===== src/rtl/fetch_stage.sv =====
// fetch_stage: instruction fetch with a 1-entry holding buffer and
// redirect-pending tracking.
//
// Ports:
//   clk, rst            rising-edge clock, synchronous active-high reset
//   stall               hold the IF/ID output registers
//   redirect/_pc        taken branch or jump target from downstream
//   imem_addr/imem_req  instruction memory request (address is the PC)
//   imem_data/_ready    instruction memory response
//   instruction, PC_2   registered instruction and its PC+2 to decode
//   valid               instruction/PC_2 carry a real instruction
//   halted              a HALT word was fetched; fetch has stopped
//   err                 sticky misaligned-fetch error
//
// Optional feature: define FETCH_ALIGN_CHECK_EN to trap fetches from an
// odd PC (err=1, fetch halts). Otherwise err is tied low and PC[0] goes
// to memory unchecked.
module fetch_stage (
  input  logic        clk,
  input  logic        rst,
  input  logic        stall,
  input  logic        redirect,
  input  logic [15:0] redirect_pc,
  output logic [15:0] imem_addr,
  output logic        imem_req,
  input  logic [15:0] imem_data,
  input  logic        imem_ready,
  output logic [15:0] instruction,
  output logic [15:0] PC_2,
  output logic        valid,
  output logic        halted,
  output logic        err
);

  localparam int unsigned XLEN = 16;
  localparam logic [XLEN-1:0] NOP_WORD = 16'h0800;
  localparam logic [XLEN-1:0] PC_STEP  = 16'd2;

  typedef enum logic [1:0] {
    S_RUN  = 2'd0,
    S_WAIT = 2'd1,
    S_HALT = 2'd2
  } state_t;

  state_t          state;
  logic [XLEN-1:0] pc;
  logic [XLEN-1:0] pc_plus2;
  logic            hbuf_v;
  logic [XLEN-1:0] hbuf_instr;
  logic [XLEN-1:0] hbuf_pc2;
  logic            rp_v;
  logic [XLEN-1:0] rp_pc;
  logic            misalign;
  logic            req_int;
  logic            is_halt;

  assign pc_plus2 = pc + PC_STEP;
  assign is_halt  = (imem_data[15:11] == 5'b00000);

  // A misaligned PC is trapped only when a new request would be launched.
`ifdef FETCH_ALIGN_CHECK_EN
  assign misalign = (state == S_RUN) && !hbuf_v && pc[0];
`else
  assign misalign = 1'b0;
  assign err      = 1'b0;
`endif

  // No request while a buffered word is waiting to drain or fetch is stopped.
  assign req_int   = ((state == S_RUN) || (state == S_WAIT)) && !hbuf_v && !misalign;
  assign imem_req  = req_int && !rst;
  assign imem_addr = pc;

  // Fetch state machine, PC, holding buffer and output registers.
  always_ff @(posedge clk) begin
    if (rst) begin
      state       <= S_RUN;
      pc          <= '0;
      instruction <= NOP_WORD;
      PC_2        <= '0;
      valid       <= 1'b0;
      halted      <= 1'b0;
      hbuf_v      <= 1'b0;
      hbuf_instr  <= '0;
      hbuf_pc2    <= '0;
      rp_v        <= 1'b0;
      rp_pc       <= '0;
`ifdef FETCH_ALIGN_CHECK_EN
      err         <= 1'b0;
`endif
    end else if (redirect) begin
      // Redirect beats stall: squash outputs and any buffered word.
      instruction <= NOP_WORD;
      valid       <= 1'b0;
      hbuf_v      <= 1'b0;
      halted      <= 1'b0;
      if ((state == S_WAIT) && !imem_ready) begin
        // Request still in flight: remember the target, keep the address.
        rp_v  <= 1'b1;
        rp_pc <= redirect_pc;
      end else begin
        // Any response in this cycle belongs to the wrong path and is dropped.
        pc    <= redirect_pc;
        state <= S_RUN;
        rp_v  <= 1'b0;
      end
    end else if (hbuf_v) begin
      // Drain the buffered word once decode can take it.
      if (!stall) begin
        instruction <= hbuf_instr;
        PC_2        <= hbuf_pc2;
        valid       <= 1'b1;
        hbuf_v      <= 1'b0;
      end
    end else begin
      case (state)
        S_RUN, S_WAIT: begin
          if (misalign) begin
`ifdef FETCH_ALIGN_CHECK_EN
            err <= 1'b1;
`endif
            halted <= 1'b1;
            state  <= S_HALT;
            if (!stall) begin
              instruction <= NOP_WORD;
              valid       <= 1'b0;
            end
          end else if (imem_ready) begin
            if (rp_v) begin
              // Late response for a squashed path: discard, jump to target.
              pc    <= rp_pc;
              rp_v  <= 1'b0;
              state <= S_RUN;
              if (!stall) begin
                instruction <= NOP_WORD;
                valid       <= 1'b0;
              end
            end else begin
              if (!stall) begin
                instruction <= imem_data;
                PC_2        <= pc_plus2;
                valid       <= 1'b1;
              end else begin
                hbuf_instr <= imem_data;
                hbuf_pc2   <= pc_plus2;
                hbuf_v     <= 1'b1;
              end
              if (is_halt) begin
                // HALT is delivered like any word; PC parks on it.
                state  <= S_HALT;
                halted <= 1'b1;
              end else begin
                pc    <= pc_plus2;
                state <= S_RUN;
              end
            end
          end else begin
            state <= S_WAIT;
            if (!stall) begin
              instruction <= NOP_WORD;
              valid       <= 1'b0;
            end
          end
        end
        S_HALT: begin
          if (!stall) begin
            instruction <= NOP_WORD;
            valid       <= 1'b0;
          end
        end
        default: state <= S_RUN;
      endcase
    end
  end

endmodule


===== config.mk =====
export PLATFORM = sky130hd
export DESIGN_NAME = fetch_stage
export DESIGN_NICKNAME = d
export VERILOG_FILES = /design/src/rtl/fetch_stage.sv
export SDC_FILE = /design/constraint.sdc
export NUM_CORES = 1
export LEC_CHECK = 0
export BUFFER_PORTS_ARGS = -buffer_cell sky130_fd_sc_hd__buf_2
export CAP_MARGIN = 20
export CORE_ASPECT_RATIO = 1.2
export CORE_UTILIZATION = 35
export DETAILED_ROUTE_END_ITERATION = 16
export PLACE_DENSITY = 0.66
export SYNTH_ARGS = -nofsm -noshare
export SYNTH_HDL_FRONTEND = slang
export SYNTH_SLANG_ARGS = --single-unit

===== constraint.sdc =====
create_clock -name clk -period 2.7 [get_ports clk]
set_input_delay 0.27 -clock clk [delete_from_list [all_inputs] [get_ports clk]]
set_output_delay 0.27 -clock clk [all_outputs]
set_load 0.005 [all_outputs]

==> metrics.txt <==
outcome complete, no violations; Post-CTS Resized 0; Worst Setup End Kind flip-flop; Die Wd 108 microns; Final period util 84.6%; Final min period 2.28 ns; vias 4,566; Final Max Tran Viols 0; initial antenna violation count 0; GR Layer Usage met2 34.7%; Slew @ Worst Pin 0.715 ns; Reg clk slew, reported paths 0.07 ns; Async S/R FF share, synth 0%; worst path cell trace ha_1, nand3_1, or3_1, a311o_1, a21oi_1; first-pass GRT wire length 22,500 microns; Die Area 14,100 sq um; met3 Use GR 5.79%; Ports 89; Setup violations, final 0; layout cells sized above 1 19.8%; Post-Syn Nets 614; Die Span Y 130 microns; Worst EP required 2.98 ns; worst path arrival time 2.56 ns; ANT nets after route 0; first-pass iteration count of the detailed router 4; Port-buffer cells 87; Top delay family on crit path simple AND/OR/NAND/NOR gates; Antenna Cells 0; Synth Area per Inst 8.26 sq um; H-tree depth 3; number of synthesized flops with an enable pin 0; vias in the first global route 4,429; cell row count 46; routed wire length 14,000 microns; starting density of the core 35.9%; Post-Syn Area 4760 sq um; max-cap violations 0; met1 usage 24.6%; maximum number of pins on one net before global-route repair 67; Post-synth top flop dfxtp_1; leak pwr 2.11 nW; CTS tree built; WL/cell 17.3 microns; YS warnings 0; CP max-delay cell dfxtp_1; core area 13,200 sq um; CTS Hold Bufs 0; WS Path Type flip-flop to flip-flop; Yosys reg bits 102; Worst-Skew Late Latency 0.35 ns; vias per inst 5.64; Netlist cell types 58; RSZ-0062 raised after global routing false; CTS Buf Count 9; critical path buffer and inverter count 0; TNS Setup 0 ns; Max Fclk 438 MHz; DRT iter0 DRCs 330; GR Overflow Total 0; Seq/Total Area, Yosys 42.9%; largest stage delay on the critical path 0.52 ns; CTS max path bufs 2; Crit Path Max Fanout 12; Hold WC Path Type primary input to flip-flop; Critical Path Source Type flip-flop; DR DRC count 0; All-Layer GR Usage 20.7%; Area Overhead vs Synth 17.4%; Post-CTS Setup Bufs 0; root buffer cell clkbuf_16; nets 675; CTS sink count 102; dpl cell area 5280 sq um; Cells after Synth 576; post-route cell area 5590 sq um; HPWL Detailed 9840 microns; IR drop worst, VDD 500 uV; Slew HR 52.4%; Power Dens Cells 605 nW/um^2; most used routing layer met2; Layout Skew 0.00586 ns; final RePlAce weighted congestion 0.868; final hold violations 0; leading cell type in the layout, fill and taps excluded dfxtp_1; commonest non-fill, non-tap cells in the layout 102 x dfxtp_1, 97 x nand2_1, 87 x buf_2, 55 x a21oi_1, 35 x nor2_1
## metrics by stage
step	hold slack (ns)	std cells	setup slack [ns]	power, mW	utilization, %
after floorplan	0.406	576	0.941	1.91	-
after global placement	0.437	794	0.499	2.06	39.9
after detailed placement	0.442	794	0.442	2.07	39.9
after CTS	0.150	810	0.427	3.42	42.2
after global routing	0.152	810	0.291	3.54	42.2
final	0.166	810	0.417	3.38	42.2
## worst paths after layout
check,start,to,slack (ns),depth (start not counted)
worst min register to register,instruction[11]$_SDFFE_PP1P_,instruction[11]$_SDFFE_PP1P_,0.45,2
worst min-delay path,imem_data[2],hbuf_instr[2]$_SDFFE_PP0P_,0.17,3
worst max register to register,imem_addr[1]$_SDFFE_PP0P_,PC_2[7]$_SDFFE_PP0P_,0.42,5
worst max-delay path,imem_addr[1]$_SDFFE_PP0P_,PC_2[7]$_SDFFE_PP0P_,0.42,5
## final cells by class
cell class / count / area, sq um
fillers: 1361 / 7650
multi-input cells: 409 / 2430
inverters: 13 / 48.8
clock buffers: 9 / 225
clock inverters: 7 / 78.8
well taps: 168 / 210
flip-flops and latches: 102 / 2040
repair buffers: 102 / 548
## cells by family after synthesis
| group | Yosys count | share of synthesized area, % |
|---|---|---|
| mux | 4 | 0.841 |
| fa+ha+maj | 1 | 0.263 |
| buf+inv | 65 | 5.94 |
| other cells | 1 | 0.0788 |
| simple gates | 216 | 22.0 |
| compound gates | 181 | 26.9 |
| xor+xnor | 6 | 1.10 |
| flops | 102 | 42.9 |
## cell usage after synthesis (9+ instances only)
master     number  area [sq um]
a211oi_1       12          90.1
a21oi_1        55           275
a22oi_1        16           120
a311oi_1        9          78.8
buf_2          22           110
clkbuf_1       25          93.8
dfxtp_1       102          2040
inv_1          12          45.0
nand2_1        97           364
nand2b_1       11          68.8
nand3_1        20           100
nor2_1         35           131
nor3_1         19          95.1
o211ai_1       10          75.1
o21ai_0        12          60.1
o2bb2ai_1      15           131
## per-layer routing
layer  part of all wire (%)  wire length (microns)
met5                      0                      0
met3                    5.8                    820
met4                    3.0                    422
met2                     50                   7040
met1                     41                   5750
## power by group
group | internal [mW] | switching, mW | total, mW
sequential | 1.57 | 0.0726 | 1.64
clock | 0.733 | 0.609 | 1.34
combinational | 0.161 | 0.239 | 0.400
total | 2.46 | 0.921 | 3.38
## worst register-to-register path, stage by stage, from the launching register on
cell and delay (ns):
dfxtp_1 0.52, ha_1 0.27, nand3_1 0.42, or3_1 0.50
a311o_1 0.36, a21oi_1 0.15
## state kept, by name, indices dropped and copies added (netlist names), named ones only
register	count
hbuf_pc2	16
instruction	16
hbuf_v	1
rp_pc	16
hbuf_instr	16
imem_addr	16
halted	1
state	2
rp_v	1
PC_2	16
Note: power is estimated with default switching activity, not from simulation.
